## src/rtl/trellis_soqpsk.sv

```systemverilog
// trellis_soqpsk: two-state Viterbi detector for a simplified SOQPSK ternary
// partial-response model. Includes a register-exchange survivor memory, a
// register-bus config window and three DAC monitor channels.
module trellis_soqpsk #(
    parameter int unsigned TB_DEPTH  = 12,
    parameter logic [12:0] ADDR_BASE = 13'h0400
) (
    input  logic        clk,
    input  logic        reset,
    input  logic        symEn,
    input  logic        sym2xEn,
    input  logic [17:0] iIn,
    input  logic [17:0] qIn,
    input  logic        wr0,
    input  logic        wr1,
    input  logic        wr2,
    input  logic        wr3,
    input  logic [12:0] addr,
    input  logic [31:0] din,
    output logic [31:0] dout,
    input  logic [3:0]  dac0Select,
    input  logic [3:0]  dac1Select,
    input  logic [3:0]  dac2Select,
    output logic        dac0Sync,
    output logic        dac1Sync,
    output logic        dac2Sync,
    output logic [17:0] dac0Data,
    output logic [17:0] dac1Data,
    output logic [17:0] dac2Data,
    output logic        decision,
    output logic        sym2xEn_out,
    output logic        oneOrZeroPredecessor
);

    localparam int unsigned SAMPLE_W = 18;
    localparam int unsigned METRIC_W = 24;
    localparam int unsigned DAC_W    = 18;
    localparam int unsigned AMP_W    = 16;

    logic [AMP_W-1:0]    amp;
    logic [1:0]          ctrl;
    logic                bestState;
    logic [METRIC_W-1:0] metric0, metric1;
    logic [TB_DEPTH-1:0] surv0, surv1;

    logic [SAMPLE_W-1:0] sample;
    logic [METRIC_W-1:0] sampleExt, ampExt, bmUp, bmDown;
    logic [METRIC_W-1:0] cand11, cand00, diff1, diff0;
    logic                pred1, pred0;
    logic [METRIC_W-1:0] nextMetric0, nextMetric1, metricDiff;
    logic [TB_DEPTH-1:0] nextSurv0, nextSurv1;
    logic                nextBest, nextDecision;
    logic [DAC_W-1:0]    diffSat, decLevel;
    logic                addrHit;
    logic                unusedBits;

    assign addrHit    = (addr[12:4] == ADDR_BASE[12:4]);
    assign unusedBits = &{1'b0, wr2, wr3, din[31:16], addr[1:0]};
    assign dac0Sync   = sym2xEn_out;
    assign dac1Sync   = sym2xEn_out;
    assign dac2Sync   = sym2xEn_out;

    // Add-compare-select for both states; metrics wrap, compares use the sign of the difference
    always_comb begin
        sample      = (symEn ^ ctrl[1]) ? iIn : qIn;
        sampleExt   = {{(METRIC_W-SAMPLE_W){sample[SAMPLE_W-1]}}, sample};
        ampExt      = {{(METRIC_W-AMP_W){1'b0}}, amp};
        bmUp        = (sampleExt << 1) - (ampExt << 1);
        bmDown      = METRIC_W'(0) - (sampleExt << 1) - (ampExt << 1);
        cand11      = metric1 + bmUp;
        cand00      = metric0 + bmDown;
        diff1       = cand11 - metric0;
        diff0       = metric1 - cand00;
        // ties keep the same-polarity predecessor
        pred1       = ~diff1[METRIC_W-1];
        pred0       = ~diff0[METRIC_W-1] & (diff0 != '0);
        nextMetric1 = pred1 ? cand11 : metric0;
        nextMetric0 = pred0 ? metric1 : cand00;
        nextSurv1   = {(pred1 ? surv1[TB_DEPTH-2:0] : surv0[TB_DEPTH-2:0]), 1'b1};
        nextSurv0   = {(pred0 ? surv1[TB_DEPTH-2:0] : surv0[TB_DEPTH-2:0]), 1'b0};
        metricDiff  = nextMetric1 - nextMetric0;
        // state 1 wins only when strictly larger
        nextBest     = ~metricDiff[METRIC_W-1] & (metricDiff != '0);
        nextDecision = (nextBest ? nextSurv1[TB_DEPTH-1] : nextSurv0[TB_DEPTH-1]) ^ ctrl[0];
    end

    // Monitor levels: saturated metric difference and bipolar decision
    always_comb begin
        if (!metricDiff[METRIC_W-1] && (metricDiff[METRIC_W-2:DAC_W-1] != '0))
            diffSat = {1'b0, {(DAC_W-1){1'b1}}};
        else if (metricDiff[METRIC_W-1] && (metricDiff[METRIC_W-2:DAC_W-1] != '1))
            diffSat = {1'b1, {(DAC_W-1){1'b0}}};
        else
            diffSat = metricDiff[DAC_W-1:0];
        decLevel = nextDecision ? {1'b0, {(DAC_W-1){1'b1}}}
                                : {1'b1, {(DAC_W-2){1'b0}}, 1'b1};
    end

    function automatic logic [DAC_W-1:0] dacMux(input logic [3:0] sel);
        case (sel)
            4'd0:    dacMux = iIn;
            4'd1:    dacMux = qIn;
            4'd2:    dacMux = sample;
            4'd3:    dacMux = diffSat;
            4'd4:    dacMux = decLevel;
            default: dacMux = '0;
        endcase
    endfunction

    // Trellis state, decision outputs and DAC channels, one step per strobe
    always_ff @(posedge clk) begin
        if (reset) begin
            metric0              <= '0;
            metric1              <= '0;
            surv0                <= '0;
            surv1                <= '0;
            bestState            <= 1'b0;
            decision             <= 1'b0;
            oneOrZeroPredecessor <= 1'b0;
            sym2xEn_out          <= 1'b0;
            dac0Data             <= '0;
            dac1Data             <= '0;
            dac2Data             <= '0;
        end else begin
            sym2xEn_out <= sym2xEn;
            if (sym2xEn) begin
                metric0              <= nextMetric0;
                metric1              <= nextMetric1;
                surv0                <= nextSurv0;
                surv1                <= nextSurv1;
                bestState            <= nextBest;
                decision             <= nextDecision;
                oneOrZeroPredecessor <= pred1;
                dac0Data             <= dacMux(dac0Select);
                dac1Data             <= dacMux(dac1Select);
                dac2Data             <= dacMux(dac2Select);
            end
        end
    end

    // Register-bus writes with per-byte-lane enables
    always_ff @(posedge clk) begin
        if (reset) begin
            amp  <= 16'h4000;
            ctrl <= 2'b00;
        end else if (addrHit) begin
            if (addr[3:2] == 2'd0) begin
                if (wr0) amp[7:0]  <= din[7:0];
                if (wr1) amp[15:8] <= din[15:8];
            end else if (addr[3:2] == 2'd1) begin
                if (wr0) ctrl <= din[1:0];
            end
        end
    end

    // Register-bus readback, zero when not addressed
    always_comb begin
        dout = '0;
        if (addrHit) begin
            case (addr[3:2])
                2'd0:    dout = {16'b0, amp};
                2'd1:    dout = {30'b0, ctrl};
                2'd2:    dout = {30'b0, bestState, decision};
                default: dout = '0;
            endcase
        end
    end

endmodule

```

## config.mk

```make
export PLATFORM = sky130hd
export DESIGN_NAME = trellis_soqpsk
export DESIGN_NICKNAME = d
export VERILOG_FILES = /design/src/rtl/trellis_soqpsk.sv
export SDC_FILE = /design/constraint.sdc
export NUM_CORES = 1
export LEC_CHECK = 0
export BUFFER_PORTS_ARGS = -buffer_cell sky130_fd_sc_hd__buf_2
export CAP_MARGIN = 20
export CORE_UTILIZATION = 28
export CTS_BUF_LIST = sky130_fd_sc_hd__clkbuf_8
export CTS_CLUSTER_DIAMETER = 80
export DETAILED_ROUTE_END_ITERATION = 7
export RECOVER_POWER = 100
export SLEW_MARGIN = 40
export SYNTH_ARGS = -nofsm -noshare
export SYNTH_HDL_FRONTEND = slang
export SYNTH_SLANG_ARGS = --single-unit
```

## constraint.sdc

```tcl
create_clock -name clk -period 17.7 [get_ports clk]
set_input_delay 1.77 -clock clk [delete_from_list [all_inputs] [get_ports clk]]
set_output_delay 1.77 -clock clk [all_outputs]
set_load 0.005 [all_outputs]
```

==> out/results.tsv <==
metric	value	unit
status	complete, but fails checks	
violations	DRC, capacitance limit, slew limit	
drive_above_1_share	10.14	%
rows	85	
routed_wirelength	53640	um
ctsRootBufferMaster	clkbuf_8	
yosysTopAreaCell	dfxtp_1	
grt_use_total	18.74	%
cp.required	18.05	ns
synthCells	2032	
synthFlopType	dfxtp_1	
drc	19	
timing.fmax	0.06162	GHz
initial_utilization	28.52	%
start_kind	input pin	
clkTransAtPathRegs	0.09	ns
critPathMaxFanout	16	
skew	0.02175	ns
synth_top_area_share	18.80	%
place.gp.congestion	0.9172	
dp_hpwl	42150	um
htree_levels	4	
cts_num_sinks	145	
finalHoldViolCount	0	
worst_path_max_delay_cell	a221oi_4	
nFillCells	5800	
pin_count	193	
grt_pass1_wl	83460	um
die_h	236.8	um
rsz0062_at_grt	false	
synth_cell_types	108	
cts_resized	0	
critPathKind	in -> reg	
syn_area_per_cell	7.598	sq um
grt_start_max_net_pins	60	
tns	0	ns
slew_headroom	-92.47	%
worst_slew_pin_slew	2.887	ns
grt_pass1_vias	15020	
cts_setup_buffers	0	
hold_buffers	0	
wire_per_inst	18.85	um
layout_min_cycle_time	16.23	ns
syn_area	15440	sq um
first_pass_iters	8	
die_x	236.8	um
worst_path_largest_cell_delay	0.75	ns
cts_buffer_depth	2	
antenna_left	0	
viasPerCell	5.574	
die_area	56090	sq um
overflow	0	
cap_viol_max_count	2	
yosysSeqAreaShare	18.80	%
antenna_found_initial	1	
place_area	16880	sq um
io_buffers	156	
endpoint_kind	flip-flop	
numCtsBuffers	17	
via_count	15870	
synth.ff_latch_count	145	
cts_tree	done	
drv_slew	88	
core_area	54130	sq um
hp-class	reg -> reg	
synth.top_cells.by_area	dfxtp_1 (19%), ha_1 (13%), nand2_1 (5.9%)	
synth_edf_count	0	
worst_path_most_repeated_cell	o21ai_0	
final_nets	2403	
cp.arrival	16.58	ns
drt_iter0_drc	1659	
period_share	91.69	%
syn_to_final_growth	11.38	%
yosys_warnings	0	
final_cell_area	17200	sq um
clk_latency	0.50	ns
synthArstFlopShare	0	%
setup_viol	0	
==> per-stage QoR <==
step	instances	util, %	worst slack (ns)	hold WS (ns)
final	2846	31.77	1.470	0.4588
after global routing	2845	31.76	0.5290	0.4704
after CTS	2845	31.91	2.132	0.4588
after detailed placement	2813	31.19	1.636	0.4473
after global placement	2812	31.03	1.797	0.4427
after floorplan	2047	-	3.898	0.4254
==> cell families after synthesis <==
kind of cell	count (synthesis)	share of synthesized area (%)
xor+xnor	95	5.713
mux	84	5.616
simple gates	679	21.23
other cells	1	0.02429
compound gates	611	27.89
flops	145	18.80
fa+ha+maj	167	13.82
buf+inv	250	6.904
==> area by class of cell <==
type / count / area [sq um] / share of cell area [%]
antenna: 1 / 2.502 / 0.01455
clock buffer: 18 / 247.7 / 1.441
clock inverter: 14 / 143.9 / 0.8367
inverter: 145 / 544.3 / 3.165
multi-input combinational: 1652 / 11610 / 67.54
sequential: 145 / 2903 / 16.88
tap: 696 / 870.8 / 5.064
timing repair buffer: 175 / 869.6 / 5.057
==> cell usage in the layout, fill, tap and decap left out, drive strengths merged, types with 9 or more instances in the layout <==
master	Yosys	final
nor4	22	22
clkbuf	67	70
nand2b	22	22
nand4	18	18
and2	15	15
a21oi	129	129
a21boi	12	12
ha	160	160
a22o	41	41
and3	16	16
nand3	80	80
o21a	22	22
nand2	244	244
nor3	37	37
xor2	31	31
dfxtp	145	145
mux2i	66	66
nor2b	22	22
a21o	34	34
o21bai	12	12
inv	145	152
a211oi	45	45
nor2	162	162
o21ai	139	139
buf	38	123
a222oi	48	48
a31oi	10	10
o211ai	12	12
mux2	18	18
xnor2	61	61
conb	1	16
or3	9	9
==> final timing paths <==
| path | start | slack [ns] | to | cells after the start |
|---|---|---|---|---|
| hold / removal | amp[12] | 0.46 | amp[12] | 2 |
| setup reg to reg | ctrl[1] | 2.40 | dac2Data[9] | 54 |
| hold reg to reg | amp[12] | 0.46 | amp[12] | 2 |
| setup / recovery | symEn | 1.47 | dac2Data[9] | 55 |
==> state kept, by name, summed over array words and instances, names as in the netlist, 10 cells and up <==
| register | count |
|---|---|
| dac0Data | 18 |
| surv1 | 11 |
| dac2Data | 18 |
| metric1 | 24 |
| dac1Data | 18 |
| amp | 16 |
| surv0 | 10 |
| metric0 | 24 |
==> cell usage after synthesis (all sizes together) (6+ instances only) <==
cell / number
o211ai: 12
ha: 160
nor2b: 22
a21o: 34
a21boi: 12
o22ai: 8
xor2: 31
mux2: 18
dfxtp: 145
mux2i: 66
a31oi: 10
and3: 16
a21oi: 129
nand3: 80
o211a: 8
o31a: 7
nor4: 22
clkbuf: 67
xnor2: 61
fa: 6
o21ai: 139
nand2b: 22
a222oi: 48
o2111ai: 8
buf: 38
nor2: 162
or3: 9
o311ai: 8
nor3: 37
a221oi: 6
a22o: 41
o21a: 22
o21bai: 12
inv: 145
and2: 15
nand2: 244
o31ai: 6
a211oi: 45
nand4: 18
==> worst max-delay path, delay by kind of cell <==
kind                     cells  cell delay, ns
AO/OA/AOI/OAI               27            7.21
AND/OR/NAND/NOR             17            3.81
adder cells (fa/ha/maj)      5            1.87
multiplexers                 2            0.93
XOR/XNOR                     2            0.61
buffers and inverters        2            0.30
==> routing by layer <==
metal / GRT usage (%) / share of wire, % / up-vias
met4: 9.189 / 4.6 / 0
met3: 3.521 / 7.1 / 116
li1: - / - / 7653
met2: 29.66 / 44 / 614
met1: 24.34 / 44 / 7482
met5: 0 / 0 / -
Power is not shown: default switching activity piles up to over one toggle a cycle in this logic, so the estimate is an artifact.
